===== config.mk =====
export PLATFORM = sky130hd
export DESIGN_NAME = hall_call_dispatcher_flat
export DESIGN_NICKNAME = d
export VERILOG_FILES = /design/src/rtl/elevator_pkg.sv /design/src/rtl/hall_call_dispatcher_if.sv /design/src/rtl/rr_arbiter.sv /design/src/rtl/hall_call_dispatcher.sv /design/src/flat_wrapper.sv
export SDC_FILE = /design/constraint.sdc
export NUM_CORES = 1
export LEC_CHECK = 0
export CAP_MARGIN = 15
export CORE_MARGIN = 4
export CORE_UTILIZATION = 45
export DETAILED_ROUTE_END_ITERATION = 10
export HOLD_SLACK_MARGIN = 0.03
export PLACE_DENSITY_LB_ADDON = 0.1
export SLEW_MARGIN = 20
export SYNTH_ARGS = -nofsm -noshare
export SYNTH_HDL_FRONTEND = slang
export SYNTH_SLANG_ARGS = --single-unit
export TNS_END_PERCENT = 50

===== constraint.sdc =====
create_clock -name clk -period 6.3 [get_ports clk]
set_clock_uncertainty 0.05 [all_clocks]
set_input_delay 1.575 -clock clk [delete_from_list [all_inputs] [get_ports clk]]
set_output_delay 1.575 -clock clk [all_outputs]
set_load 0.05 [all_outputs]

===== src/rtl/elevator_pkg.sv =====
// Shared definitions for the elevator subsystem: default sizing, the request
// sequencer state type and the floor number type.
package elevator_pkg;

    localparam int unsigned NUM_FLOORS = 16;
    localparam int unsigned FLOOR_W    = 4;
    localparam int unsigned GAP_CYCLES = 2;

    typedef logic [FLOOR_W-1:0] floor_t;

    typedef enum logic [1:0] {
        IDLE  = 2'd0,
        ISSUE = 2'd1,
        GAP   = 2'd2
    } state_e;

endpackage


===== src/rtl/hall_call_dispatcher_if.sv =====
// Hall-call bundle: button/lift-position inputs towards the dispatcher and the
// request strobe plus lamp/busy status back out.
interface hall_call_dispatcher_if #(
    parameter int unsigned NUM_FLOORS = elevator_pkg::NUM_FLOORS,
    parameter int unsigned FLOOR_W    = elevator_pkg::FLOOR_W
);

    logic [NUM_FLOORS-1:0] btn_press;
    logic [FLOOR_W-1:0]    floor_l1;
    logic [FLOOR_W-1:0]    floor_l2;
    logic                  req_valid;
    logic [FLOOR_W-1:0]    req_new;
    logic [NUM_FLOORS-1:0] call_lamp;
    logic                  busy;

    modport master (
        input  btn_press, floor_l1, floor_l2,
        output req_valid, req_new, call_lamp, busy
    );

    modport slave (
        output btn_press, floor_l1, floor_l2,
        input  req_valid, req_new, call_lamp, busy
    );

endinterface


===== src/rtl/rr_arbiter.sv =====
// Combinational round-robin search: grants the first set req bit at index >= ptr,
// wrapping modulo NUM_FLOORS.
module rr_arbiter #(
    parameter int unsigned NUM_FLOORS = elevator_pkg::NUM_FLOORS,
    parameter int unsigned FLOOR_W    = elevator_pkg::FLOOR_W
) (
    input  logic [NUM_FLOORS-1:0] req,
    input  logic [FLOOR_W-1:0]    ptr,
    output logic                  gnt_valid,
    output logic [FLOOR_W-1:0]    gnt_idx
);

    logic [NUM_FLOORS-1:0] req_rot;
    int unsigned           idx;

    // Rotating a doubled copy makes the wrap happen at NUM_FLOORS, not 2**FLOOR_W.
    assign req_rot = NUM_FLOORS'({req, req} >> ptr);

    always_comb begin
        gnt_valid = 1'b0;
        gnt_idx   = '0;
        idx       = 0;
        for (int unsigned i = 0; i < NUM_FLOORS; i++) begin
            if (!gnt_valid && req_rot[i]) begin
                gnt_valid = 1'b1;
                idx       = 32'(ptr) + i;
                if (idx >= NUM_FLOORS) begin
                    idx = idx - NUM_FLOORS;
                end
                gnt_idx   = FLOOR_W'(idx);
            end
        end
    end

endmodule


===== src/rtl/hall_call_dispatcher.sv =====
// Hall-call front end: holds button presses as pending calls and serialises them
// round-robin onto the single-cycle req_valid/req_new strobe for elevator_system.
module hall_call_dispatcher #(
    parameter int unsigned NUM_FLOORS = elevator_pkg::NUM_FLOORS,
    parameter int unsigned FLOOR_W    = elevator_pkg::FLOOR_W,
    parameter int unsigned GAP_CYCLES = elevator_pkg::GAP_CYCLES
) (
    input logic                    clk,
    input logic                    rst_n,
    hall_call_dispatcher_if.master bus
);

    import elevator_pkg::*;

    localparam int unsigned CNT_W = (GAP_CYCLES > 1) ? $clog2(GAP_CYCLES) : 1;

    state_e                state_q, state_d;
    logic [NUM_FLOORS-1:0] pending_q, pending_d;
    logic [NUM_FLOORS-1:0] dispatched_q, dispatched_d;
    logic [FLOOR_W-1:0]    rr_ptr_q, rr_ptr_d;
    logic [FLOOR_W-1:0]    req_new_q, req_new_d;
    logic [CNT_W-1:0]      gap_cnt_q, gap_cnt_d;
    logic [NUM_FLOORS-1:0] arr;
    logic [NUM_FLOORS-1:0] cand;
    logic                  gnt_valid;
    logic [FLOOR_W-1:0]    gnt_idx;
    logic                  take;

    // Lift positions outside 0..NUM_FLOORS-1 never match any floor index.
    always_comb begin
        arr = '0;
        for (int unsigned f = 0; f < NUM_FLOORS; f++) begin
            arr[f] = (32'(bus.floor_l1) == f) || (32'(bus.floor_l2) == f);
        end
    end

    assign cand = pending_q & ~arr;

    rr_arbiter #(
        .NUM_FLOORS(NUM_FLOORS),
        .FLOOR_W   (FLOOR_W)
    ) u_arb (
        .req      (cand),
        .ptr      (rr_ptr_q),
        .gnt_valid(gnt_valid),
        .gnt_idx  (gnt_idx)
    );

    assign take = (state_q == IDLE) && gnt_valid;

    always_comb begin
        state_d   = state_q;
        rr_ptr_d  = rr_ptr_q;
        req_new_d = req_new_q;
        gap_cnt_d = gap_cnt_q;
        case (state_q)
            IDLE: begin
                if (gnt_valid) begin
                    state_d   = ISSUE;
                    req_new_d = gnt_idx;
                    rr_ptr_d  = (32'(gnt_idx) == NUM_FLOORS - 1) ? '0 : gnt_idx + 1'b1;
                end
            end
            ISSUE: begin
                state_d   = (GAP_CYCLES > 0) ? GAP : IDLE;
                gap_cnt_d = '0;
            end
            GAP: begin
                if (gap_cnt_q == CNT_W'(GAP_CYCLES - 1)) begin
                    state_d = IDLE;
                end else begin
                    gap_cnt_d = gap_cnt_q + 1'b1;
                end
            end
            default: state_d = IDLE;
        endcase
    end

    // Arrival beats a new press, which beats moving the granted call to dispatched.
    always_comb begin
        pending_d    = pending_q;
        dispatched_d = dispatched_q;
        for (int unsigned f = 0; f < NUM_FLOORS; f++) begin
            if (arr[f]) begin
                pending_d[f]    = 1'b0;
                dispatched_d[f] = 1'b0;
            end else if (bus.btn_press[f] && !pending_q[f] && !dispatched_q[f]) begin
                pending_d[f] = 1'b1;
            end else if (take && (32'(gnt_idx) == f)) begin
                pending_d[f]    = 1'b0;
                dispatched_d[f] = 1'b1;
            end
        end
    end

    always_ff @(posedge clk or negedge rst_n) begin
        if (!rst_n) begin
            state_q      <= IDLE;
            pending_q    <= '0;
            dispatched_q <= '0;
            rr_ptr_q     <= '0;
            req_new_q    <= '0;
            gap_cnt_q    <= '0;
        end else begin
            state_q      <= state_d;
            pending_q    <= pending_d;
            dispatched_q <= dispatched_d;
            rr_ptr_q     <= rr_ptr_d;
            req_new_q    <= req_new_d;
            gap_cnt_q    <= gap_cnt_d;
        end
    end

    assign bus.req_valid = (state_q == ISSUE);
    assign bus.req_new   = req_new_q;
    assign bus.call_lamp = pending_q | dispatched_q;
    assign bus.busy      = |(pending_q | dispatched_q);

endmodule


===== src/flat_wrapper.sv =====
// flat-port wrapper written by rule: the top's interface ports become plain ports
module hall_call_dispatcher_flat import elevator_pkg::*;
#(
    parameter int unsigned NUM_FLOORS = elevator_pkg::NUM_FLOORS,
    parameter int unsigned FLOOR_W    = elevator_pkg::FLOOR_W,
    parameter int unsigned GAP_CYCLES = elevator_pkg::GAP_CYCLES
)
  (clk, rst_n, bus_btn_press, bus_floor_l1, bus_floor_l2, bus_req_valid, bus_req_new, bus_call_lamp, bus_busy);
  hall_call_dispatcher_if #(.NUM_FLOORS(NUM_FLOORS), .FLOOR_W(FLOOR_W)) bus_i ();
  input logic clk;
  input logic rst_n;
  input wire logic [$bits(bus_i.btn_press)-1:0] bus_btn_press;
  input wire logic [$bits(bus_i.floor_l1)-1:0] bus_floor_l1;
  input wire logic [$bits(bus_i.floor_l2)-1:0] bus_floor_l2;
  output wire logic [$bits(bus_i.req_valid)-1:0] bus_req_valid;
  output wire logic [$bits(bus_i.req_new)-1:0] bus_req_new;
  output wire logic [$bits(bus_i.call_lamp)-1:0] bus_call_lamp;
  output wire logic [$bits(bus_i.busy)-1:0] bus_busy;
  assign bus_i.btn_press = bus_btn_press;
  assign bus_i.floor_l1 = bus_floor_l1;
  assign bus_i.floor_l2 = bus_floor_l2;
  assign bus_req_valid = bus_i.req_valid;
  assign bus_req_new = bus_i.req_new;
  assign bus_call_lamp = bus_i.call_lamp;
  assign bus_busy = bus_i.busy;
  hall_call_dispatcher #(.NUM_FLOORS(NUM_FLOORS), .FLOOR_W(FLOOR_W), .GAP_CYCLES(GAP_CYCLES)) u_core (.clk(clk), .rst_n(rst_n), .bus(bus_i));
endmodule

; After elaboration in Yosys (flattened, before gate mapping)
; Cells that the tools add are included.
[totals]
elab_cells = 487
ff_bits = 43
[classes]
order_cmp = 16
n_addsub = 33
n_eq_ne = 65
bitwise_logic = 3
n_mux = 150
shifts = 1
n_reduce_logical = 183
[ops]
columns = operator, count
row1 = $mux 4, 33
row2 = $mux 1, 113
row3 = $eq 4x4->1 const B, 24
row4 = $ge 5x5->1 const B, 15
row5 = $logic_and 1x1->1, 64
row6 = $sub 4x1->4 const B, 16
row7 = $eq 4x3->1 const B, 12
row8 = $reduce_bool 3->1, 16
row9 = $logic_not 1->1, 47
row10 = $add 4x4->5 const B, 8
row11 = $ne 2x1->1 const B, 18
row12 = $reduce_and 2->1, 18
row13 = $reduce_bool 2->1, 17
row14 = $shr 32x4->16, 1
row15 = $eq 4x2->1 const B, 6
row16 = $add 4x3->5 const B, 4
row17 = $and 16x16->16, 1
row18 = $logic_or 1x1->1, 16
row19 = $not 16->16, 1
row20 = $or 16x16->16, 1
row21 = $reduce_or 16->1, 1
row22 = $eq 4x1->1 const B, 3
row23 = $logic_not 4->1, 3
row24 = $add 4x2->5 const B, 2
row25 = 10 further kinds, 11

; Depth between registers and ports, before layout
; Gate-level depths: netlist (run 1).
[logic_depth]
word_depth = 56
ltp_mapped = 18

; Cells and area by module
; From an unflattened synthesis (run 1), not the netlist that was laid out.
[hier_totals]
hier_cells = 563
hier_area_um2 = 4759.6
[by_module_without_submodules]
columns = mod, cells_per_inst, seq_area_each_um2, area_per_inst_um2, n_inst
row1 = hall_call_dispatcher, 285, 1076.0, 2464.9, 1
row2 = rr_arbiter, 278, 0.0, 2294.7, 1

; Worst setup path after synthesis (run 1)
; No wires, ideal clock.
[synth_timing]
path_kind = input port to flip-flop
startpoint = input bus_floor_l1[1]
endpoint = register u_core.dispatched_q[6]
setup_ns = 0.120
required_time_ns = 6.130
path_slack_ns = 0.753
arrival_ns = 5.376
stages = 17
path_cell_list = buf_4 or2_1 buf_2 o221ai_1 mux4_2 mux2i_1 or3_4 a222oi_1 buf_6 nand2_4 o221ai_2 a41oi_2 or3_4 and2_4 buf_6 and3_4 o211a_1
[synth_via]
elab_chain_len = 55
word_cells_on_any_way = 104
[synth_rtl]
columns = item, line_no
row1 = start: declaration, flat_wrapper.sv:13  ; input wire logic [$bits(bus_i.floor_l1)-1:0] bus_floor_l1;
row2 = "$eq 4x1->1, or another cell as far along", hall_call_dispatcher.sv:33  ; arr[f] = (32'(bus.floor_l1) == f) || (32'(bus.floor_l2) == f);
row3 = $logic_or 1x1->1, hall_call_dispatcher.sv:33
row4 = $not 16->16, hall_call_dispatcher.sv:37  ; assign cand = pending_q & ~arr;
row5 = $and 16x16->16, hall_call_dispatcher.sv:37
row6 = $shr 32x4->16, rr_arbiter.sv:17  ; assign req_rot = NUM_FLOORS'({req, req} >> ptr);
row7 = $mux 1, rr_arbiter.sv:24  ; if (!gnt_valid && req_rot[i]) begin
row8 = $logic_not 1->1, rr_arbiter.sv:24
row9 = $logic_and 1x1->1, rr_arbiter.sv:24
row10 = (+39 left out), -
row11 = $mux 1, rr_arbiter.sv:24
row12 = $logic_not 1->1, rr_arbiter.sv:24
row13 = $logic_and 1x1->1, rr_arbiter.sv:24
row14 = $mux 4 or $mux 1 (tied branches), rr_arbiter.sv:24
row15 = $eq 4x3->1 or $logic_and 1x1->1 (tied branches), "hall_call_dispatcher.sv:89, hall_call_dispatcher.sv:49"
row16 = $logic_and 1x1->1, hall_call_dispatcher.sv:89  ; end else if (take && (32'(gnt_idx) == f)) begin
row17 = $reduce_bool 2->1 (no line), -
row18 = $reduce_and 2->1 (no line), -
row19 = end signal: assignment, hall_call_dispatcher.sv:107  ; dispatched_q <= dispatched_d;
row20 = end: declaration, hall_call_dispatcher.sv:19  ; logic [NUM_FLOORS-1:0] dispatched_q, dispatched_d;
; Parallel ways exist; a longest one is shown, timed or not.
; A chain may end at the register's enable or synchronous reset.

; Worst setup path after layout (run 1)
[layout_timing]
startpoint = input bus_floor_l2[1]
endpoint = register u_core.dispatched_q[10]
[layout_via]
elab_chain_len = 55
word_cells_on_any_way = 104
[layout_rtl]
columns = item, line_no
row1 = start: declaration, flat_wrapper.sv:14  ; input wire logic [$bits(bus_i.floor_l2)-1:0] bus_floor_l2;
row2 = "$eq 4x1->1, or another cell as far along", hall_call_dispatcher.sv:33
row3 = $logic_or 1x1->1, hall_call_dispatcher.sv:33
row4 = $not 16->16 (*), hall_call_dispatcher.sv:37
row5 = $and 16x16->16 (*), hall_call_dispatcher.sv:37
row6 = $shr 32x4->16 (*), rr_arbiter.sv:17
row7 = $mux 1, rr_arbiter.sv:24
row8 = $logic_not 1->1, rr_arbiter.sv:24
row9 = $logic_and 1x1->1, rr_arbiter.sv:24
row10 = (+40 left out), -
row11 = $logic_not 1->1, rr_arbiter.sv:24
row12 = $logic_and 1x1->1, rr_arbiter.sv:24
row13 = $mux 4 (*), rr_arbiter.sv:24
row14 = net u_core.gnt_idx[1], hall_call_dispatcher.sv:26  ; logic [FLOOR_W-1:0] gnt_idx;
row15 = $eq 4x4->1 (*), hall_call_dispatcher.sv:89
row16 = $logic_and 1x1->1 (*), hall_call_dispatcher.sv:89
row17 = $reduce_bool 2->1 (no line) (*), -
row18 = $reduce_and 2->1 (no line) (*), -
; The timed path passes the listed nets; every way through them passes the cells marked *.

==> results of run 1 <==
registers in the layout (all words and copies together) (netlist names):
name and flops:
u_core.gap_cnt_q 1, u_core.bus.req_new 4, u_core.rr_ptr_q 4, u_core.pending_q 16, u_core.state_q 2, u_core.dispatched_q 16
cells in the mapped netlist (all sizes together) (5+ instances only):
master and n:
a21oi 31, a311oi 9, a31oi 8, and2 9, and3 8, buf 20, clkbuf 16, dfrtp 43
ha 13, inv 37, mux2 12, mux2i 27, mux4 26, nand2 50, nand2b 11, nand3 30
nand4 10, nor2 40, nor2b 6, nor3 14, o21ai 24, o221a 11, o221ai 12, o22ai 11
or2 5, or3 9, or4b 5, xnor2 8
per-layer routing:
layer	share of wire (%)	routed length [um]	track usage, %
met2	42	6710	35.7
met3	10	1650	5.82
met5	0	0	0
met4	1.6	250	4.57
met1	46	7300	38.5
final cells by class:
cell class,count,share of cell area [%]
clock buffers,6,1.43
inverters,38,2.47
clock inverters,2,0.238
multi-input cells,450,61.8
repair buffers,79,12.5
well taps,136,2.95
flip-flops and latches,43,18.6
kinds of logic (layout without fill, tap and decap cells):
family / Yosys count / count (layout) / synth area share, %
XOR/XNOR: 10 / 10 / 1.78
AND/OR/NAND/NOR: 215 / 215 / 24.4
buffers and inverters: 74 / 125 / 6.55
multiplexers: 65 / 65 / 20.2
flip-flops: 43 / 43 / 21.8
AO/OA/AOI/OAI: 147 / 147 / 22.0
adder cells (fa/ha/maj): 13 / 13 / 3.30
what timing repair did:
item                                    4_1_cts  5_1_grt
gates resized for setup                       0        8
endpoints found under the setup margin        0       31
setup buffers                                 0        0
per-stage QoR:
| stage | util (%) | hold WS (ps) | TNS (ps) | cell area (um^2) |
|---|---|---|---|---|
| after floorplan | - | 407 | 0 | 4920 |
| after global placement | 53.6 | 426 | 0 | 5630 |
| after detailed placement | 53.6 | 430 | -1780 | 5630 |
| after CTS | 54.5 | 450 | 0 | 5730 |
| after global routing | 55.0 | 468 | 0 | 5780 |
| final | 55.0 | 452 | 0 | 5780 |
path summary, 6_finish.rpt:
path                                          from                       to  slack, ps
min in group asynchronous                    rst_n   u_core.dispatched_q[7]       1200
max in group asynchronous                    rst_n     u_core.pending_q[13]       4610
min reg2reg                u_core.dispatched_q[14]  u_core.dispatched_q[14]        450
max reg2reg                     u_core.rr_ptr_q[3]  u_core.dispatched_q[10]       1780
max                                bus_floor_l2[1]  u_core.dispatched_q[10]        230
min                        u_core.dispatched_q[14]  u_core.dispatched_q[14]        450
==> key figures, run 1 <==
Worst setup path
  – CP peak stage delay: ~680 ps
  – R2R depth: 14
  – Crit path max fanout: 16
  – Worst path required time: 6460 ps
  – Most frequent CP cell: nand2_1
  – Critical-path cell list: clkdlybuf4s50_1 > nand2_1 > o221ai_1 > mux4_2 > mux2i_4 > or3_1 > a222oi_1 > buf_4 > nand4_1 > mux2i_1 > nor2_1 > a21oi_2 > inv_1 > ha_1 > nand2_1 > nor3_1 > o211a_1
  – Kind of critical path: in -> reg
  – CP Depth: 17
  – Crit path buf inv count: 3
  – CP arrival: 6230 ps
  – Largest delay share family, worst path: simple AND/OR/NAND/NOR gates
  – Critical path endpoint category: register
  – Critical path's slowest cell: clkdlybuf4s50_1
  – Startpoint class of the critical path: primary input

Clock tree
  – Later-pin clock latency in the skew report: 310 ps
  – Clock slew at the register clock pins of the worst setup and hold paths: roughly 90 ps
  – # H-tree levels: 2
  – Clock sink count: 43
  – CTS tree: done
  – Post-CTS Hold Fix Bufs: 0
  – Num CTS Buffers: 5
  – Max Root-Sink Buffers: 2
  – Root buf cell: clkbuf_8

Layout
  – Commonest cells after routing, fill and taps aside: nand2_1, clkdlybuf4s50_1, dfrtp_1
  – Fillers: between 900 and 1000
  – Non-filler cells, final: about 750
  – Share of cells above drive strength 1: about a fifth
  – Most common cell after layout, fill and taps aside: nand2_1
  – Storage cell area: 1080 um^2
  – NumNets Final: roughly 660
  – ANT cells: 0
  – Area occupied by multi-input gates: approximately 3600 um^2
  – Area delta synth->final: 17.3%

Floorplanning
  – Die ar.: 12700 um^2
  – Initial Util: between 40% and 50%
  – Chip height: 113 um
  – Core Area: 10500 um^2
  – I/O pin cnt: 48
  – Num rows: 37
  – DIE WIDTH: around 110 um

Synthesis
  – Seq/Total Area, Yosys: 21.8%
  – Post-synthesis register bit count: 43
  – Synth top area cells: dfrtp_1, mux4_2, mux2i_1
  – Ys flop type: dfrtp_1
  – Post-Syn Area: ~4900 um^2
  – Distinct cell type count after synthesis: 79
  – Yosys top cell area share: approximately 22%
  – Syn Area/Cell: slightly below 9 um^2
  – Number of synthesized flops with an enable pin: 0
  – Synth area leader: dfrtp_1
  – Cells after Synth: around 570
  – Ys Warns: 0
  – Post-synth net total: 606
  – Ys async rst share: 100%

Timing
  – Final period utilization: 96.4%
  – RSZ-0062 raised after global routing: no
  – Post-layout min period: roughly 6000 ps
  – Final worst slack: 226 ps
  – Worst-Margin Slew: a little under 1000 ps
  – Slew Limit Fails: 0
  – Slew HR: approximately a third
  – Highest Clock Rate: about 160 MHz
  – Setup Viol. Count Final: 0
  – Count of final hold-check violations: 0

Place
  – Pre-CTS setup slack: -161 ps
  – Placer's final routability congestion estimate: 0.943
  – Post-DP HPWL: 12.4 mm
  – PortBufs: 47
  – Total placed cells including tap cells: about 750

GRT
  – Largest net degree at the start of global routing: 44
  – Initial antenna violation count: 0
  – Vias in the first global route: roughly 4600
  – GRT Util Overall: about 25%
  – Remaining Overflow, GRT: 0
  – First-pass GRT wire length: between 20 and 30 mm

Worst hold path
  – Min-Delay Path Depth: 1
  – HP Class: reg -> reg

Route
  – Routed wire length: 15.9 mm
  – Detail Route Antenna Nets: 0
  – DRC viols: 0
  – Via Count: 4984
  – DR iter-0 viols: roughly 560
  – DR WL/cell: 21.1 um
  – Vias per Instance: roughly 6.6
  – DR pass1 iterations: 6

Status
  – Status: finished, final reports clean

Job
  – Max Cap Viol: 0
Power of run 1 is not shown: default switching activity piles up to over one toggle a cycle in this logic, so the estimate is an artifact.
==> inputs of run 2 (changes only) <==
--- a/config.mk
+++ b/config.mk
@@ -10,9 +10,11 @@
 export CORE_UTILIZATION = 45
 export DETAILED_ROUTE_END_ITERATION = 10
 export HOLD_SLACK_MARGIN = 0.03
+export MAX_ROUTING_LAYER = met4
 export PLACE_DENSITY_LB_ADDON = 0.1
 export SLEW_MARGIN = 20
 export SYNTH_ARGS = -nofsm -noshare
 export SYNTH_HDL_FRONTEND = slang
+export SYNTH_HIERARCHICAL = 1
 export SYNTH_SLANG_ARGS = --single-unit
 export TNS_END_PERCENT = 50
==> run 2 against run 1 <==
Net effect:
- sequential share of layout area down 0.87 points
- non-clock buffer count increased by 59
- maximum frequency down 1.6%
- synthesized cell count is 0.71% lower
- critical endpoint is now u_core/pending_q[5]
- highest routed layer unchanged
==> key figures, run 2 <==
GRT
  – Remaining Overflow, GRT: 0 (unchanged)
  – GRT Util Overall: 26.2% (+1.2 points)
  – Grt met2 use: 38.7% (+3.0 points)
  – Largest net degree at the start of global routing: 44 (unchanged)
  – First-pass GRT wire length: 25.6 mm (+0.82%)
  – Met1 Use GR: 36.3% (-2.1 points)
  – Initial antenna violation count: 0 (unchanged)
  – Vias in the first global route: 4886 (+6.1%)
  – GRT busiest layer: met2
  – M3 GR Usage: 4.53% (-1.3 points)

Timing
  – Worst-Margin Slew: 746 ps (-223 ps)
  – Highest Clock Rate: 162 MHz (-1.6%)
  – Final period utilization: 98.0% (+1.5 points)
  – Slew Limit Fails: 0 (unchanged)
  – Fin Hold WS: 435 ps (-16.8 ps)
  – Setup Viol. Count Final: 0 (unchanged)
  – Slew HR: 49.8% (+15 points)
  – Post-layout min period: 6170 ps (+97.6 ps)
  – Count of final hold-check violations: 0 (unchanged)

Status
  – Status: finished, final reports clean

Worst setup path
  – Startpoint class of the critical path: primary input
  – R2R depth: 14 (unchanged)
  – Worst r2r src: u_core/rr_ptr_q[0]
  – Critical path endpoint category: register
  – CP arrival: 6320 ps (+90 ps)
  – Kind of critical path: in -> reg
  – RR Endpoint: u_core/pending_q[5]
  – Worst path required time: 6450 ps (about the same)
  – R2R setup slack: 1840 ps (+60 ps)
  – Crit path max fanout: 12 (-4)

Route
  – Routed wire length: 15.7 mm (-1.4%)
  – DR pass1 iterations: 5 (-1)
  – DR WL/cell: 19.2 um (-8.9%)
  – DRC viols: 0 (unchanged)
  – Vias per Instance: 6.09 (-7.9%)
  – Via Count: 4969 (-0.30%)
  – Detail Route Antenna Nets: 0 (unchanged)
  – DR iter-0 viols: 429 (-23%)

Synthesis
  – Ys flop type: dfrtp_1
  – Yosys top cell area share: 22.6% (+0.76 points)
  – Syn Area/Cell: 8.45 um^2 (-2.7%)
  – Ys Warns: 6 (+6)
  – Seq/Total Area, Yosys: 22.6% (+0.76 points)
  – Synth top area cells: dfrtp_1, mux4_2, mux2_2
  – Cell with the most instances after synthesis: inv_1
  – Ys async rst share: 100% (unchanged)
  – Synth cell count leaders: inv_1, a21oi_1, nand2_1, dfrtp_1, nor2_1
  – Cells after Synth: 563 (-0.71%)
  – Number of synthesized flops with an enable pin: 0 (unchanged)
  – Post-synthesis register bit count: 43 (unchanged)
  – Synth area leader: dfrtp_1
  – Distinct cell type count after synthesis: 73 (-7.6%)
  – Post-Syn Area: 4760 um^2 (-3.4%)
  – Post-synth net total: 604 (-0.33%)

Layout
  – Most common cell after layout, fill and taps aside: buf_4
  – ANT cells: 0 (unchanged)
  – Regs by FF count: u_core/dispatched_q: 16 flops, u_core/pending_q: 16 flops
  – NumNets Final: 720 (+9.8%)
  – Util after Layout: 58.8% (+3.8 points)
  – Area delta synth->final: 27.5%
  – Commonest cells after routing, fill and taps aside: buf_4, inv_1, clkdlybuf4s50_1
  – Share of cells above drive strength 1: 24.7% (+4.8 points)
  – Final Cell Area: 6070 um^2 (+5.0%)
  – Non-filler cells, final: 816 (+8.2%)

Floorplanning
  – Initial Util: 46.1% (-0.76 points)
  – Chip height: 111 um (-1.6%)
  – I/O pin cnt: 48 (unchanged)
  – Die ar.: 12300 um^2 (-3.1%)
  – DIE WIDTH: 111 um (-1.6%)
  – Core Area: 10300 um^2 (-1.8%)
  – Num rows: 37 (unchanged)

Clock tree
  – Root buf cell: clkbuf_8
  – Max Root-Sink Buffers: 2 (unchanged)
  – Setup repair bufs after CTS: 0 (unchanged)
  – Clock sink count: 43 (unchanged)
  – Post-CTS Hold Fix Bufs: 0 (unchanged)
  – Num CTS Buffers: 5 (unchanged)
  – Later-pin clock latency in the skew report: 310 ps (about the same)
  – CTS tree: done
  – Clock slew at the register clock pins of the worst setup and hold paths: 80 ps (about the same)
  – # H-tree levels: 2 (unchanged)

Worst hold path
  – Hold EP: u_core/bus.req_new[2]
  – Critical hold path startpoint: u_core/bus.req_new[2]
  – Min-Delay Path Depth: 2 (+1)
  – HP Class: reg -> reg

Place
  – Placer's final routability congestion estimate: 1.02 (+8.0%)
  – PortBufs: 47 (unchanged)
  – Post-DP HPWL: 12.4 mm (-0.36%)
  – Total placed cells including tap cells: 808 (+8.3%)
  – Placed Area: 5930 um^2 (+5.3%)

Job
  – Max Cap Viol: 0 (unchanged)
## run 2: cell types whose count changed after synthesis, sizes merged, moves of 9 or more
cell | before | now
inv | 37 | 47
mux2 | 12 | 26
o221a | 11 | 0
o22ai | 11 | 22
nand2b | 11 | 24
o221ai | 12 | 2
nand3 | 30 | 21
a21oi | 31 | 45
nor4 | 1 | 16
## run 2: what timing repair did
action	CTS	global route
endpoints found under the hold margin	0	0
endpoints found under the setup margin	7	34
gates resized for setup	1	8
pin swaps	0	1
## run 2: cells by family (layout without fill, tap and decap cells)
group	count (synthesis)	in the layout	synth area share (%)
flops	43	43	22.6
simple gates	198	198	21.8
mux	65	65	19.8
compound gates	155	155	22.4
fa+ha+maj	15	15	3.94
xor+xnor	11	11	2.02
buf+inv	76	193	7.36
## run 2: worst max-delay path, cell delays in order
cell and delay [ps]:
clkdlybuf4s50_1 460, or2_2 390, o22ai_2 250, buf_4 150
nor2_1 90, mux4_1 530, mux2_2 350, or2_0 260
o32ai_4 330, nand2_1 90, buf_4 190, nor4_1 310
nor3_1 150, o21ai_2 240, inv_1 110, ha_1 190
and3_1 210, buf_12 150, a311oi_1 300
## run 2: metrics by stage
stage | TNS [ps] | setup slack, ps
CTS | 0 | 3.04
detailed placement | -7700 | -393
global placement | -7170 | -397
floorplan | 0 | 789
finish | 0 | 129
global route | -8.55 | -7.27
## run 2: worst max path at each step
stage,start,cells after the start,end
6_report,bus_floor_l1[2],19,u_core/pending_q[5]
5_1_grt,bus_floor_l1[2],17,u_core/pending_q[5]
4_1_cts,bus_floor_l1[2],18,u_core/pending_q[15]
3_5_place_dp,bus_floor_l1[2],18,u_core/pending_q[15]
3_3_place_gp,bus_floor_l1[2],18,u_core/pending_q[15]
2_1_floorplan,bus_floor_l1[0],17,u_core/pending_q[13]
## run 2: routing by layer
layer,wire (um),share of wire (%)
met5,0,0
met4,450,2.9
met3,1050,6.7
met2,7000,45
met1,7180,46
## run 2: cell type report
class,count,area [um^2]
fill,936,4260
multi-input combinational,444,3380
timing repair buffer,138,1180
sequential,43,1080
inverter,47,176
tap,136,170
clock buffer,6,72.6
clock inverter,2,12.5
Power of run 2 is left out for the same reason.
